==> src/rtl/cache_pkg.sv <==
// cache_pkg: constants and types shared by the cache tag store.
//   TAG_WIDTH_DEF / S_INDEX_DEF / NUM_WAYS_DEF : default geometry
//   state_t                                    : flush sequencer states
package cache_pkg;

  localparam int TAG_WIDTH_DEF = 24;
  localparam int S_INDEX_DEF   = 4;
  localparam int NUM_WAYS_DEF  = 4;

  typedef enum logic {
    ST_IDLE  = 1'b0,
    ST_FLUSH = 1'b1
  } state_t;

endpackage

==> src/rtl/cache_tag_way.sv <==
// cache_tag_way: one way of the tag store (tag, valid, dirty and, optionally,
// parity arrays) with a registered, write-first read port.
// Optional feature macro: CACHE_TAG_STORE_PARITY_EN (adds parity array and perr).
// Ports:
//   clk, rst            clock, async active-high reset (clears valid/dirty only)
//   acc                 access accepted this cycle (read registers load)
//   wr                  write this way at addr (already qualified by acc)
//   addr                set index of the access
//   wtag/wvalid/wdirty  write data
//   clr, clr_addr       flush sweep: clear valid/dirty of set clr_addr
//   rd_tag/rd_valid/rd_dirty  registered read data
//   perr                registered parity mismatch of a valid way (macro only)
module cache_tag_way #(
  parameter int TAG_WIDTH = 24,
  parameter int S_INDEX   = 4
) (
  input  logic                 clk,
  input  logic                 rst,
  input  logic                 acc,
  input  logic                 wr,
  input  logic [S_INDEX-1:0]   addr,
  input  logic [TAG_WIDTH-1:0] wtag,
  input  logic                 wvalid,
  input  logic                 wdirty,
  input  logic                 clr,
  input  logic [S_INDEX-1:0]   clr_addr,
  output logic [TAG_WIDTH-1:0] rd_tag,
  output logic                 rd_valid,
  output logic                 rd_dirty
`ifdef CACHE_TAG_STORE_PARITY_EN
  ,
  output logic                 perr
`endif
);

  localparam int DEPTH = 1 << S_INDEX;

  logic [TAG_WIDTH-1:0] tag_mem [DEPTH];
  logic [DEPTH-1:0]     valid_mem;
  logic [DEPTH-1:0]     dirty_mem;

  logic [TAG_WIDTH-1:0] tag_nx;
  logic                 valid_nx;
  logic                 dirty_nx;

  // Tag contents survive reset and flush; only state bits are cleared.
  always_ff @(posedge clk) begin
    if (wr) tag_mem[addr] <= wtag;
  end

  always_ff @(posedge clk or posedge rst) begin
    if (rst) begin
      valid_mem <= '0;
      dirty_mem <= '0;
    end else begin
      if (clr) begin
        valid_mem[clr_addr] <= 1'b0;
        dirty_mem[clr_addr] <= 1'b0;
      end
      if (wr) begin
        valid_mem[addr] <= wvalid;
        dirty_mem[addr] <= wdirty;
      end
    end
  end

  // Write-first: a same-cycle write is what the read returns.
  always_comb begin
    tag_nx   = wr ? wtag   : tag_mem[addr];
    valid_nx = wr ? wvalid : valid_mem[addr];
    dirty_nx = wr ? wdirty : dirty_mem[addr];
  end

  always_ff @(posedge clk or posedge rst) begin
    if (rst) begin
      rd_tag   <= '0;
      rd_valid <= 1'b0;
      rd_dirty <= 1'b0;
    end else if (acc) begin
      rd_tag   <= tag_nx;
      rd_valid <= valid_nx;
      rd_dirty <= dirty_nx;
    end
  end

`ifdef CACHE_TAG_STORE_PARITY_EN
  logic [DEPTH-1:0] par_mem;
  logic             par_nx;

  always_ff @(posedge clk) begin
    if (wr) par_mem[addr] <= ^wtag;
  end

  assign par_nx = wr ? ^wtag : par_mem[addr];

  always_ff @(posedge clk or posedge rst) begin
    if (rst)      perr <= 1'b0;
    else if (acc) perr <= valid_nx & ((^tag_nx) != par_nx);
  end
`endif

endmodule

==> src/rtl/cache_tag_store.sv <==
// cache_tag_store: set-associative tag store with per-way write enables,
// registered write-first read, tag-compare hit vector and a flush sweep.
// Optional feature macro: CACHE_TAG_STORE_PARITY_EN (even parity per way,
// parity_err output).
// Ports:
//   clk, rst        clock, async active-high reset
//   en, addr        access request and set index
//   we              per-way write enable
//   wtag/wvalid/wdirty  data written to enabled ways
//   lookup_tag      tag compared against the accessed set (registered)
//   flush           start invalidation sweep of all sets
//   rd_tag/rd_valid/rd_dirty  per-way read data, way 0 in the LSBs
//   hit             per-way valid and tag match
//   busy            flush sweep in progress
//   parity_err      parity mismatch on a valid way (macro only)
//
// state    | meaning
// ---------+-------------------------------------------------------
// ST_IDLE  | accepting accesses; flush request starts a sweep
// ST_FLUSH | clearing set cnt each cycle; accesses ignored, busy=1
module cache_tag_store
  import cache_pkg::*;
#(
  parameter int TAG_WIDTH = TAG_WIDTH_DEF,
  parameter int S_INDEX   = S_INDEX_DEF,
  parameter int NUM_WAYS  = NUM_WAYS_DEF
) (
  input  logic                          clk,
  input  logic                          rst,
  input  logic                          en,
  input  logic [S_INDEX-1:0]            addr,
  input  logic [NUM_WAYS-1:0]           we,
  input  logic [TAG_WIDTH-1:0]          wtag,
  input  logic                          wvalid,
  input  logic                          wdirty,
  input  logic [TAG_WIDTH-1:0]          lookup_tag,
  input  logic                          flush,
  output logic [NUM_WAYS*TAG_WIDTH-1:0] rd_tag,
  output logic [NUM_WAYS-1:0]           rd_valid,
  output logic [NUM_WAYS-1:0]           rd_dirty,
  output logic [NUM_WAYS-1:0]           hit,
  output logic                          busy
`ifdef CACHE_TAG_STORE_PARITY_EN
  ,
  output logic                          parity_err
`endif
);

  localparam logic [S_INDEX-1:0] CNT_LAST = '1;

  state_t               state;
  logic [S_INDEX-1:0]   cnt;
  logic [TAG_WIDTH-1:0] lookup_q;
  logic                 acc;
  logic                 clr;

  // Flush wins over a same-cycle access; nothing is accepted mid-sweep.
  assign acc = en & (state == ST_IDLE) & ~flush;
  assign clr = (state == ST_FLUSH);

  always_ff @(posedge clk or posedge rst) begin
    if (rst) begin
      state <= ST_IDLE;
      cnt   <= '0;
      busy  <= 1'b0;
    end else begin
      case (state)
        ST_IDLE: begin
          if (flush) begin
            state <= ST_FLUSH;
            cnt   <= '0;
            busy  <= 1'b1;
          end
        end
        ST_FLUSH: begin
          if (cnt == CNT_LAST) begin
            state <= ST_IDLE;
            cnt   <= '0;
            busy  <= 1'b0;
          end else begin
            cnt <= cnt + 1'b1;
          end
        end
        default: begin
          state <= ST_IDLE;
          cnt   <= '0;
          busy  <= 1'b0;
        end
      endcase
    end
  end

  always_ff @(posedge clk or posedge rst) begin
    if (rst)      lookup_q <= '0;
    else if (acc) lookup_q <= lookup_tag;
  end

`ifdef CACHE_TAG_STORE_PARITY_EN
  logic [NUM_WAYS-1:0] way_perr;
  assign parity_err = |way_perr;
`endif

  for (genvar w = 0; w < NUM_WAYS; w++) begin : g_way
    cache_tag_way #(
      .TAG_WIDTH (TAG_WIDTH),
      .S_INDEX   (S_INDEX)
    ) u_way (
      .clk      (clk),
      .rst      (rst),
      .acc      (acc),
      .wr       (acc & we[w]),
      .addr     (addr),
      .wtag     (wtag),
      .wvalid   (wvalid),
      .wdirty   (wdirty),
      .clr      (clr),
      .clr_addr (cnt),
      .rd_tag   (rd_tag[w*TAG_WIDTH +: TAG_WIDTH]),
      .rd_valid (rd_valid[w]),
      .rd_dirty (rd_dirty[w])
`ifdef CACHE_TAG_STORE_PARITY_EN
      ,
      .perr     (way_perr[w])
`endif
    );

    assign hit[w] = rd_valid[w] & (rd_tag[w*TAG_WIDTH +: TAG_WIDTH] == lookup_q);
  end

endmodule

==> config.mk <==
export PLATFORM = sky130hd
export DESIGN_NAME = cache_tag_store
export DESIGN_NICKNAME = d
export VERILOG_FILES = /design/src/rtl/cache_pkg.sv /design/src/rtl/cache_tag_way.sv /design/src/rtl/cache_tag_store.sv
export SDC_FILE = /design/constraint.sdc
export NUM_CORES = 2
export LEC_CHECK = 0
export BUFFER_PORTS_ARGS = -buffer_cell sky130_fd_sc_hd__buf_2
export CORE_MARGIN = 2
export CORE_UTILIZATION = 25
export DETAILED_ROUTE_END_ITERATION = 10
export PLACE_DENSITY = 0.4
export SYNTH_ARGS = -nofsm -noshare
export SYNTH_HDL_FRONTEND = slang
export SYNTH_SLANG_ARGS = --single-unit
==> constraint.sdc <==
create_clock -name clk -period 8.9 [get_ports clk]
set_clock_uncertainty 0.05 [all_clocks]
set_input_delay 1.78 -clock clk [delete_from_list [all_inputs] [get_ports clk]]
set_output_delay 1.78 -clock clk [all_outputs]
set_load 0.02 [all_outputs]
==> flow_summary_export.csv <==
group,metric,value,unit
floorplanning,core.rowCount,195,
sta,fmax,179,MHz
routing,drtAntennaViolNets,0,
routing,dr.pass1.iters,5,
setup_path,ff2ff_path_depth,4,
clock_tree,htreeDepth,4,
setup_path,end_kind,"output pin",
global_route,grt_use_total,0.160,
placement,io_buffers,170,
setup_path,cp_max_fo,5,
sta,worst_pin_slew,1.24,ns
clock_tree,clkTransAtPathRegs,0.07,ns
setup_path,cpMostUsedCell,"nor4_1",
global_route,antenna_found_initial,24,
power,internal-power,15400,uW
global_route,grt_pass1_wl,323000,um
setup_path,timing.setup.critical_path_class,"register to output pin",
floorplanning,start_util,0.252,
sta,max_slew_margin,0.168,
synth,synth_ff_type,"edfxtp_1",
routing,vias,37400,
sta,whs,0.464,ns
worst_hold_path,whs_endpoint,"busy$_DFFE_PP0P_",
routing,drc,0,
synth,syn-cell-area,71100,um2
sta,fin_crit,5.60,ns
synth,ys_async_sr_fraction,0.146,
power,power_density,261,nW/um2
worst_hold_path,min_from,"busy$_DFFE_PP0P_",
power,swShare,0.288,
cells_and_area,area_delta_synth_final,16.6,%
setup_path,reg2reg_to,"lookup_q[11]$_DFFE_PP0N_",
power,power.share.clock,0.366,
clock_tree,cts_buffers,194,
clock_tree,root_buffer,"clkbuf_16",
sta,rsz0062_at_grt,"false",
global_route,overflow,0,
routing,wl_per_cell,29.5,um
floorplanning,core,283000,um2
power,leakagePower,0.0264,uW
synth,yosysWarnings,0,
synth,avgSynthCellArea,18.9,um2
power,seq_power_share,0.507,
cells_and_area,fin_cells,7915,
power,ir_drop,0.151,mV
setup_path,reg2reg_slack,5.70,ns
synth,synth_largest_area_cell,"edfxtp_1",
floorplanning,die_area,289000,um2
clock_tree,post_cts_buffers,0,
floorplanning,io_pins,171,
worst_hold_path,hold_depth,2,
setup_path,critPathMaxStageDelay,0.96,ns
clock_tree,clock_latency,0.83,ns
synth,synthCells,3767,
floorplanning,die_x,537,um
synth,seq_area_frac_synth,0.741,
placement,placed_cell_area,76800,um2
synth,synth_common_cells,"edfxtp_1 (1536), nand2_1 (482), mux4_2 (417)",
sta,setup_ws,3.30,ns
routing,first_iter_violations,4071,
clock_tree,clockBufferDepth,4,
worst_hold_path,hold_path_class,"register to register",
setup_path,worstPathRequired,7.07,ns
power,power_switching,6240,uW
routing,wl,233000,um
sta,drv_slew,0,
power,p_comb_frac,0.127,
synth,yosysMostFrequentCell,"edfxtp_1",
global_route,grt_start_max_net_pins,124,
cells_and_area,stdcell_area,82900,um2
setup_path,crit_chain,"xor2_1, nor4_1, nand3_1, nor4_1, buf_2",
clock_tree,cts_resized,0,
sta,hold_viol,0,
cells_and_area,layout.nets,4082,
cells_and_area,drive_gt1_frac,0.262,
clock_tree,cts_sinks,1798,
clock_tree,cts_hold_buf,0,
setup_path,startpoint_type,"register",
cells_and_area,fill_cells,27800,
routing,viasPerCell,4.73,
setup_path,cp_slowest_cell,"nor4_1",
sta,finalSetupViolCount,0,
placement,finalWeightedCongestion,0.752,
synth,synth_area_leaders,"edfxtp_1 (65%), mux4_2 (13%), dfrtp_1 (9.2%)",
placement,dp_slack,3.80,ns
flow_run,cap_violations,0,
global_route,first_global_vias,38500,
setup_path,r2r-start,"clr$_DFF_PP0_",
synth,synth_top_area_frac,0.649,
synth,synth_fp_nets,3834,
sta,fin_crit_sh,0.629,
placement,hpwl,128000,um
status,status,"complete, no violations",
synth,synth_edf_count,1536,
setup_path,crit_arrival,3.77,ns
sta,fin_tns_setup,0,ns
placement,dp_cells,7562,
floorplanning,die_h,537,um
clock_tree,cts_tree,"yes",
synth,ys_ff_latch,1798,
synth,netlist-cell-type-count,45,
==> metal layers <==
layer | GRT usage | vias up | wire length [um]
met5 | 0 | - | 13
met4 | 0.0311 | 2 | 4200
met3 | 0.0307 | 267 | 15300
met2 | 0.253 | 1130 | 108000
met1 | 0.229 | 20400 | 106000
li1 | - | 15700 | -
==> layout make-up <==
class	instances	area, um2	area share
multi-input combinational	1708	17400	0.210
inverter	7	30.0	0.000362
tap	3743	4680	0.0565
timing repair buffer	306	1970	0.0237
sequential	1798	52700	0.635
clock buffer	267	5430	0.0655
antenna	4	10.0	0.000121
clock inverter	82	706	0.00851
==> power by group through the flow <==
| stage | clock network [uW] | logic (uW) | registers [uW] |
|---|---|---|---|
| floorplan | 0 | 1620 | 10500 |
| global placement | 0 | 2760 | 11200 |
| detailed placement | 0 | 2790 | 11200 |
| CTS | 8140 | 2800 | 11000 |
| global route | 8460 | 3000 | 11000 |
| finish | 7930 | 2760 | 11000 |
==> cells by family (layout without fill, tap and decap cells) <==
group / Yosys count / in the layout / share of synthesized area
adder cells (fa/ha/maj): 5 / 5 / 0.000880
multiplexers: 441 / 441 / 0.136
other: 0 / 4 / 0
XOR/XNOR: 97 / 97 / 0.0119
flip-flops: 1798 / 1798 / 0.741
AND/OR/NAND/NOR: 614 / 614 / 0.0388
buffers and inverters: 261 / 662 / 0.0198
AO/OA/AOI/OAI: 551 / 551 / 0.0517
==> worst max-delay path, delay by kind of cell (launching register included) <==
kind | cells | cell delay, ns
AND/OR/NAND/NOR | 3 | 1.52
buffers and inverters | 1 | 0.33
flip-flops | 1 | 0.91
XOR/XNOR | 1 | 0.16
==> through the flow <==
stage	total power, uW	util
2_1_floorplan	12100	-
3_3_place_gp	13900	0.272
3_5_place_dp	14000	0.272
4_1_cts	21900	0.293
5_1_grt	22500	0.293
6_report	21700	0.293
==> placed cells by master (no fill, tap or decap), drive strengths merged, types with 24 or more instances in the layout <==
cell,count
a21oi,104
a22oi,206
buf,306
clkbuf,267
clkinv,66
dfrtp,262
edfxtp,1536
mux2,24
mux4,417
nand2,482
nor2,59
o21ai,132
o22a,103
xnor2,36
xor2,61
==> how the worst max path moves through the flow <==
stage / end / from / depth (start not counted)
2_1_floorplan: busy$_DFFE_PP0P_ / rst / 1
5_1_grt: hit[1] / lookup_q[19]$_DFFE_PP0N_ / 5
6_report: hit[0] / lookup_q[6]$_DFFE_PP0N_ / 5
3_3_place_gp: g_way[0].u_way.rd_tag[10]$_DFFE_PP0N_ / addr[1] / 7
4_1_cts: hit[0] / lookup_q[4]$_DFFE_PP0N_ / 5
3_5_place_dp: g_way[0].u_way.rd_tag[10]$_DFFE_PP0N_ / addr[1] / 7
==> sequential cells by signal, summed over array words and instances (netlist names) <==
register	cells
lookup_q	24
g_way.u_way.tag_mem	1536
g_way.u_way.rd_dirty	4
busy	1
g_way.u_way.rd_tag	96
clr	1
g_way.u_way.dirty_mem	64
cnt	4
g_way.u_way.rd_valid	4
g_way.u_way.valid_mem	64
Note: power is estimated with default switching activity, not from simulation.
